**src/rtl/uart_tx_if.sv**
```systemverilog
// Byte-in / serial-out bundle between system logic and the UART transmitter.
// The master drives bytes and the 8x baud tick; the slave drives the line and status.
interface uart_tx_if;
  logic       bd8_rate;
  logic [7:0] tx_data;
  logic       tx_valid;
  logic       tx_ready;
  logic       tx;
  logic       tx_busy;

  modport master (output bd8_rate, tx_data, tx_valid, input tx_ready, tx, tx_busy);
  modport slave  (input bd8_rate, tx_data, tx_valid, output tx_ready, tx, tx_busy);
endinterface

```
**src/rtl/uart_tx.sv**
```systemverilog
// UART transmitter: start, 8 data bits LSB first, optional parity, 1 or 2 stop bits, 8 ticks per bit.
// One byte accepted per frame, only in IDLE; the start bit goes out on the first tick after acceptance.
module uart_tx #(
  parameter string PARITY   = "ODD",
  parameter int    STOP_BIT = 1
) (
  input  logic     clk,
  input  logic     rst,
  uart_tx_if.slave bus
);

  localparam bit PAR_EN   = (PARITY == "ODD") || (PARITY == "EVEN");
  localparam bit PAR_ODD  = (PARITY == "ODD");
  localparam bit TWO_STOP = (STOP_BIT == 2);

  typedef enum logic [2:0] {
    S_IDLE, S_WAIT, S_START, S_DATA, S_PARITY, S_STOP1, S_STOP2
  } state_t;

  state_t     r_state, w_state_nxt;
  logic [2:0] r_tick;
  logic [2:0] r_bit;
  logic [7:0] r_shift, w_shift_nxt;
  logic       r_par;
  logic       r_tx, w_tx_nxt;
  logic       w_accept;
  logic       w_bit_end;

  assign w_accept  = (r_state == S_IDLE) && bus.tx_valid;
  assign w_bit_end = bus.bd8_rate && (r_tick == 3'd7);

  always_ff @(posedge clk or posedge rst) begin
    if (rst) r_state <= S_IDLE;
    else     r_state <= w_state_nxt;
  end

  always_comb begin
    w_state_nxt = r_state;
    case (r_state)
      S_IDLE:   if (w_accept)        w_state_nxt = S_WAIT;
      S_WAIT:   if (bus.bd8_rate)    w_state_nxt = S_START;
      S_START:  if (w_bit_end)       w_state_nxt = S_DATA;
      S_DATA:   if (w_bit_end && (r_bit == 3'd7))
                  w_state_nxt = PAR_EN ? S_PARITY : S_STOP1;
      S_PARITY: if (w_bit_end)       w_state_nxt = S_STOP1;
      S_STOP1:  if (w_bit_end)       w_state_nxt = TWO_STOP ? S_STOP2 : S_IDLE;
      S_STOP2:  if (w_bit_end)       w_state_nxt = S_IDLE;
      default:                       w_state_nxt = S_IDLE;
    endcase
  end

  // Line level is decided from the next state so tx changes on the same edge as the state.
  always_comb begin
    w_shift_nxt = r_shift;
    if (w_accept)
      w_shift_nxt = bus.tx_data;
    else if ((r_state == S_DATA) && w_bit_end)
      w_shift_nxt = {1'b0, r_shift[7:1]};

    w_tx_nxt = 1'b1;
    case (w_state_nxt)
      S_START:  w_tx_nxt = 1'b0;
      S_DATA:   w_tx_nxt = w_shift_nxt[0];
      S_PARITY: w_tx_nxt = r_par;
      default:  w_tx_nxt = 1'b1;
    endcase
  end

  always_ff @(posedge clk or posedge rst) begin
    if (rst) begin
      r_tick  <= 3'd0;
      r_bit   <= 3'd0;
      r_shift <= 8'd0;
      r_par   <= 1'b0;
      r_tx    <= 1'b1;
    end else begin
      r_tx    <= w_tx_nxt;
      r_shift <= w_shift_nxt;
      if (w_accept) begin
        r_par  <= PAR_ODD ? ~^bus.tx_data : ^bus.tx_data;
        r_bit  <= 3'd0;
        r_tick <= 3'd0;
      end
      // The tick that leaves WAIT is T0; the counter restarts there and wraps every 8 ticks.
      if (r_state == S_WAIT) begin
        if (bus.bd8_rate) r_tick <= 3'd0;
      end else if ((r_state != S_IDLE) && bus.bd8_rate) begin
        r_tick <= r_tick + 3'd1;
      end
      if ((r_state == S_DATA) && w_bit_end)
        r_bit <= r_bit + 3'd1;
    end
  end

  assign bus.tx       = r_tx;
  assign bus.tx_ready = (r_state == S_IDLE);
  assign bus.tx_busy  = (r_state != S_IDLE);

endmodule
```
**src/flat_wrapper.sv**
```systemverilog
// flat-port wrapper written by rule: the top's interface ports become plain ports
module uart_tx_flat 
#(
  parameter string PARITY   = "   ",
  parameter int    STOP_BIT = 1
)
  (clk, rst, bus_bd8_rate, bus_tx_data, bus_tx_valid, bus_tx_ready, bus_tx, bus_tx_busy);
  uart_tx_if bus_i ();
  input  logic clk;
  input  logic rst;
  input wire logic [$bits(bus_i.bd8_rate)-1:0] bus_bd8_rate;
  input wire logic [$bits(bus_i.tx_data)-1:0] bus_tx_data;
  input wire logic [$bits(bus_i.tx_valid)-1:0] bus_tx_valid;
  output wire logic [$bits(bus_i.tx_ready)-1:0] bus_tx_ready;
  output wire logic [$bits(bus_i.tx)-1:0] bus_tx;
  output wire logic [$bits(bus_i.tx_busy)-1:0] bus_tx_busy;
  assign bus_i.bd8_rate = bus_bd8_rate;
  assign bus_i.tx_data = bus_tx_data;
  assign bus_i.tx_valid = bus_tx_valid;
  assign bus_tx_ready = bus_i.tx_ready;
  assign bus_tx = bus_i.tx;
  assign bus_tx_busy = bus_i.tx_busy;
  uart_tx #(.PARITY(PARITY), .STOP_BIT(STOP_BIT)) u_core (.clk(clk), .rst(rst), .bus(bus_i));
endmodule
```
**config.mk**
```make
export PLATFORM = sky130hd
export DESIGN_NAME = uart_tx_flat
export DESIGN_NICKNAME = d
export VERILOG_FILES = /design/src/rtl/uart_tx_if.sv /design/src/rtl/uart_tx.sv /design/src/flat_wrapper.sv
export SDC_FILE = /design/constraint.sdc
export NUM_CORES = 1
export LEC_CHECK = 0
export CORE_MARGIN = 4
export CORE_UTILIZATION = 30
export DETAILED_ROUTE_END_ITERATION = 10
export PLACE_DENSITY = 0.6
export SLEW_MARGIN = 20
export SYNTH_ARGS = -nofsm -noshare
export SYNTH_HDL_FRONTEND = slang
export SYNTH_SLANG_ARGS = --single-unit
```
**constraint.sdc**
```tcl
create_clock -name clk -period 2.3 [get_ports clk]
set_clock_uncertainty 0.1 [all_clocks]
set_input_delay 0.23 -clock clk [delete_from_list [all_inputs] [get_ports clk]]
set_output_delay 0.23 -clock clk [all_outputs]
set_load 0.005 [all_outputs]
```
== After elaboration in Yosys (flattened, before gate mapping) ==
Cells that the tools add are included.

* Bits in registers: 19
* Word-level logic and storage cells: 46

* Add/subtract/negate cells: 2
* Equality and inequality tests: 11
* Multiplexer cells: 16
* Reductions and logical operators: 10

{| class="wikitable"
|+ Operators by type and width
! operator !! count
|-
| $mux W3 || 12
|-
| $eq A3 B3 Y1 const B || 6
|-
| $pmux W3 S6 || 1
|-
| $mux W8 || 2
|-
| $eq A3 B2 Y1 const B || 4
|-
| $reduce_xor A8 Y1 || 1
|-
| $add A3 B1 Y3 const B || 2
|-
| $logic_and A1 B1 Y1 || 5
|-
| $eq A3 B1 Y1 const B || 1
|-
| $logic_not A3 Y1 || 1
|-
| $pmux W1 S3 || 1
|-
| $reduce_bool A3 Y1 || 1
|-
| $reduce_bool A2 Y1 || 1
|-
| $reduce_or A2 Y1 || 1
|}

== Logic depth before layout (Yosys ltp) ==
* Word-level depth: 7
* Mapped depth: 7
* Mapped depth without buffers: 7

== Worst setup path after synthesis ==
No wires, ideal clock.

* Kind: reg2reg
* From: reg u_core.r_tick[0]
* To: reg u_core.r_tx (netlist: u_core.bus.tx)
* Setup time: 82 ps
* Data arrival time: 1610 ps
* Required time: 2118 ps
* Setup slack: 508 ps
* Stages on the path, launching flop included: 8
* Period minus slack after synthesis: 1792 ps
* Cells stage by stage: dfrtp_1 > ha_1 > ha_1 > nand2_4 > a21oi_1 > a311o_2 > nor4b_2 > nor2_1

* Word-level cells in the longest chain between the ends: 7

{| class="wikitable"
|+ RTL lines
! element !! RTL line !! text
|-
| start, declared || uart_tx.sv:21 || <nowiki>logic [2:0] r_tick;</nowiki>
|-
| start signal, assigned || uart_tx.sv:88 || <nowiki>r_tick <= r_tick + 3'd1;</nowiki>
|-
| $eq A3 B3 Y1 (*) || uart_tx.sv:30 || <nowiki>assign w_bit_end = bus.bd8_rate && (r_tick == 3'd7);</nowiki>
|-
| $logic_and A1 B1 Y1 (*) || uart_tx.sv:30 ||
|-
| $logic_and A1 B1 Y1 || uart_tx.sv:43 || <nowiki>S_DATA: if (w_bit_end && (r_bit == 3'd7))</nowiki>
|-
| $mux W3 || uart_tx.sv:43 ||
|-
| $pmux W3 S6 (*) || uart_tx.sv:39 || <nowiki>case (r_state)</nowiki>
|-
| net u_core.w_state_nxt[0] || uart_tx.sv:20 || <nowiki>state_t r_state, w_state_nxt;</nowiki>
|-
| $eq A3 B3 Y1 / $eq A3 B2 Y1 (equally long branches) || uart_tx.sv:61 || <nowiki>case (w_state_nxt)</nowiki>
|-
| $pmux W1 S3 (*) || uart_tx.sv:61 ||
|-
| net u_core.w_tx_nxt || uart_tx.sv:25 || <nowiki>logic r_tx, w_tx_nxt;</nowiki>
|-
| end signal, assigned || uart_tx.sv:77 || <nowiki>r_tx <= w_tx_nxt;</nowiki>
|-
| end, declared || uart_tx.sv:25 ||
|}

The timed path passes the listed nets; every way through them passes the cells marked *. The select of a mux whose other input is x is not followed.
A chain may end at the register's enable or synchronous reset.

== Final worst setup path ==
* From: reg u_core.r_state[2]
* To: out bus_tx_busy

* Word-level cells in the longest chain between the ends: 1

{| class="wikitable"
|+ RTL lines
! element !! RTL line !! text
|-
| start, declared || uart_tx.sv:20 ||
|-
| start signal, assigned || uart_tx.sv:34 || <nowiki>else r_state <= w_state_nxt;</nowiki>
|-
| $reduce_bool A3 Y1 || uart_tx.sv:97 || <nowiki>assign bus.tx_busy = (r_state != S_IDLE);</nowiki>
|-
| end, declared || flat_wrapper.sv:16 || <nowiki>output wire logic [$bits(bus_i.tx_busy)-1:0] bus_tx_busy;</nowiki>
|}

No other way between the ends.

==> results.py <==
metrics = {
    "run_status": {
        "outcome": "finished, final reports clean",
    },
    "pwr": {
        "power_density_nw_per_um2": 829,
        "p_leak_nw": 0.555,
        "intPower_mw": 0.756,
        "pwr-share-seq": 0.511,
        "p_clk_frac": 0.206,
        "switching_share": 0.314,
        "p_switching_mw": 0.346,
        "pwr-share-comb": 0.283,
        "ir_drop_uv": 308,
    },
    "critical_path": {
        "critical_path_class": "register to primary output",
        "critPathMaxFanout": 12,
        "path_cells": "clkinv_1 > nand2_1 > clkdlybuf4s50_1",
        "critPathMaxStageDelay_ps": 620,
        "critPathCaptureType": "primary output",
        "cpLargestDelayFamily": "buffers and inverters",
        "arrival_ps": 1800,
        "cp-start-kind": "register",
        "cp_slowest_cell": "dfrtp_1",
        "worstPathBufferInverterCount": 2,
        "cp.required_ps": 1970,
    },
    "clock_network": {
        "cts_tree": "done",
        "clk_pin_slew_ps": 70,
        "h-tree-depth": 1,
        "numCtsBuffers": 3,
        "root_buffer": "clkbuf_8",
        "post_cts_buffers": 0,
        "clkLatencyLatePin_ps": 250,
        "postCtsResizedCells": 0,
        "hold_buffers": 0,
        "clock_sinks": 19,
        "clockBufferDepth": 2,
    },
    "synthesis": {
        "synthCells": 107,
        "synth_area_sq_um": 1120,
        "yosysWarnings": 0,
        "synth_enable_flop_cells": 0,
        "seq_area_frac_synth": 0.425,
        "async_reset_ff_frac": 1.00,
        "ys_ff_latch": 19,
        "synth_cell_types": 37,
        "syn-num-nets": 123,
        "synthFlopType": "dfrtp_1",
        "synth.avg_cell_area_sq_um": 10.5,
    },
    "finish": {
        "fill_cells": 367,
        "multi_input_area_sq_um": 579,
        "num-nets-final": 138,
        "fin_cells": 167,
        "stdcell_area_sq_um": 1330,
        "antennaDiodeCount": 0,
        "drive_gt1_frac": 0.140,
        "area_growth_pct": 18.4,
        "seqCellArea_sq_um": 477,
    },
    "placement": {
        "numPortBuffers": 14,
        "gp_congestion": 0.861,
        "placed_area_sq_um": 1280,
        "hpwl_mm": 1.59,
        "dp.cells": 163,
    },
    "global_routing": {
        "grt_pass1_vias": 812,
        "overflow": 0,
        "grt_use_total": 0.0921,
        "antenna_found_initial": 0,
        "grt_pass1_wl_mm": 3.67,
        "grt_max_degree": 20,
    },
    "drt": {
        "num_vias": 798,
        "drc": 0,
        "wl_mm": 2.11,
        "drtIter0Drc": 43,
        "viasPerCell": 4.78,
        "dr.pass1.iters": 4,
        "drtAntennaViolNets": 0,
        "wl_per_cell_um": 12.7,
    },
    "sta": {
        "finalHoldViolCount": 0,
        "rsz0062_at_grt": "no",
        "period_share": 0.926,
        "maxSlewHeadroom": 0.510,
        "final_max_slew_viol_count": 0,
        "fin_setup_tns_ps": 0,
        "period_needed_ps": 2130,
        "worst_pin_slew_ps": 734,
        "fmaxAchievable_mhz": 469,
        "setup_viol": 0,
    },
    "floorplanning": {
        "num_rows": 21,
        "pin_count": 15,
        "core-area_sq_um": 3470,
        "die_w_um": 69.2,
        "dieHeight_um": 69.2,
        "start_util": 0.324,
        "dieArea_sq_um": 4780,
    },
    "job": {
        "drv_cap": 0,
    },
    "min_path": {
        "hp-class": "input port to async pin",
    },
}
==> per-stage QoR <==
step                      utilization  power [mW]  hold WS, ps  setup slack [ps]
after global routing            0.383        1.18          385              30.1
after floorplan                     -       0.791         80.4               508
after global placement          0.370       0.865          379               388
after CTS                       0.383        1.12          333               153
after detailed placement        0.370       0.883          391               334
final                           0.383        1.10          305               169
==> placed cells by master, fill, tap and decap left out, drive strengths merged, types with 3 or more instances in the layout <==
cell type / Yosys / layout
nand3: 4 / 4
inv: 3 / 3
clkdlybuf4s50: 0 / 14
ha: 4 / 4
a21oi: 4 / 4
clkbuf: 0 / 4
o21ai: 12 / 12
nand2: 20 / 20
xnor2: 7 / 7
dfrtp: 18 / 18
mux2i: 7 / 7
==> synthesized netlist by cell type, drive strengths merged (2+ instances only) <==
library cell / number / share of area
a22o: 2 / 0.016
a21oi: 4 / 0.018
nor2: 2 / 0.0067
buf: 6 / 0.046
or3b: 2 / 0.016
dfrtp: 18 / 0.40
nand3: 4 / 0.022
mux2i: 7 / 0.062
o21ai: 12 / 0.057
xnor2: 7 / 0.055
ha: 4 / 0.045
nor4b: 2 / 0.035
inv: 3 / 0.010
nand2: 20 / 0.076
==> layer usage <==
metal,vias to the layer above,part of all wire,track usage
met5,-,0,0
met3,2,0.026,0.0247
met4,0,0.011,0.0260
met2,9,0.51,0.155
li1,405,-,-
met1,382,0.46,0.115
==> state kept, by name, summed over array words and instances (netlist names) <==
signal          cells
u_core.r_shift      8
u_core.r_bit        3
u_core.r_tick       3
u_core.bus.tx       1
u_core.r_state      3
u_core.r_par        1
==> cell families after synthesis <==
kind of cell / synth area share
buffers and inverters: 0.0591
multiplexers: 0.0725
XOR/XNOR: 0.0546
flip-flops: 0.425
AO/OA/AOI/OAI: 0.158
adder cells (fa/ha/maj): 0.0446
AND/OR/NAND/NOR: 0.186
==> layout make-up <==
type | instances | area share
Clock buffer | 4 | 0.0339
Inverter | 4 | 0.0113
Multi-Input combinational cell | 78 | 0.436
Timing Repair Buffer | 16 | 0.117
Tap cell | 46 | 0.0433
Sequential cell | 19 | 0.359
==> worst paths after layout <==
check | startpoint | endpoint | slack (ps) | cells past startpoint
max | u_core.r_state[2]$_DFF_PP0_ | bus_tx_busy | 170 | 3
max in group asynchronous | rst | u_core.r_shift[4]$_DFFE_PP0P_ | 1330 | 2
min reg2reg | u_core.r_bit[0]$_DFFE_PP0P_ | u_core.r_bit[0]$_DFFE_PP0P_ | 400 | 1
min in group clk | u_core.r_bit[0]$_DFFE_PP0P_ | u_core.r_bit[0]$_DFFE_PP0P_ | 400 | 1
max reg2reg | u_core.r_tick[0]$_DFF_PP0_ | u_core.bus.tx$_DFF_PP1_ | 400 | 7
min | rst | u_core.r_tick[1]$_DFF_PP0_ | 300 | 2
==> power groups by stage <==
stage          clock, mW  combinational [mW]  sequential, mW
2_1_floorplan          0               0.268           0.523
3_3_place_gp           0               0.305           0.561
3_5_place_dp           0               0.314           0.569
4_1_cts            0.234               0.316           0.565
5_1_grt            0.251               0.356           0.578
6_report           0.226               0.312           0.563
==> worst reg2reg max path, cell delays in order (launching register included) <==
cell	delay (ps)
dfrtp_1	390
ha_1	200
ha_1	250
nand2_4	130
a21oi_1	60
a311o_2	390
nor4b_2	250
nor2_1	80
(Power assumes the default switching activity.)
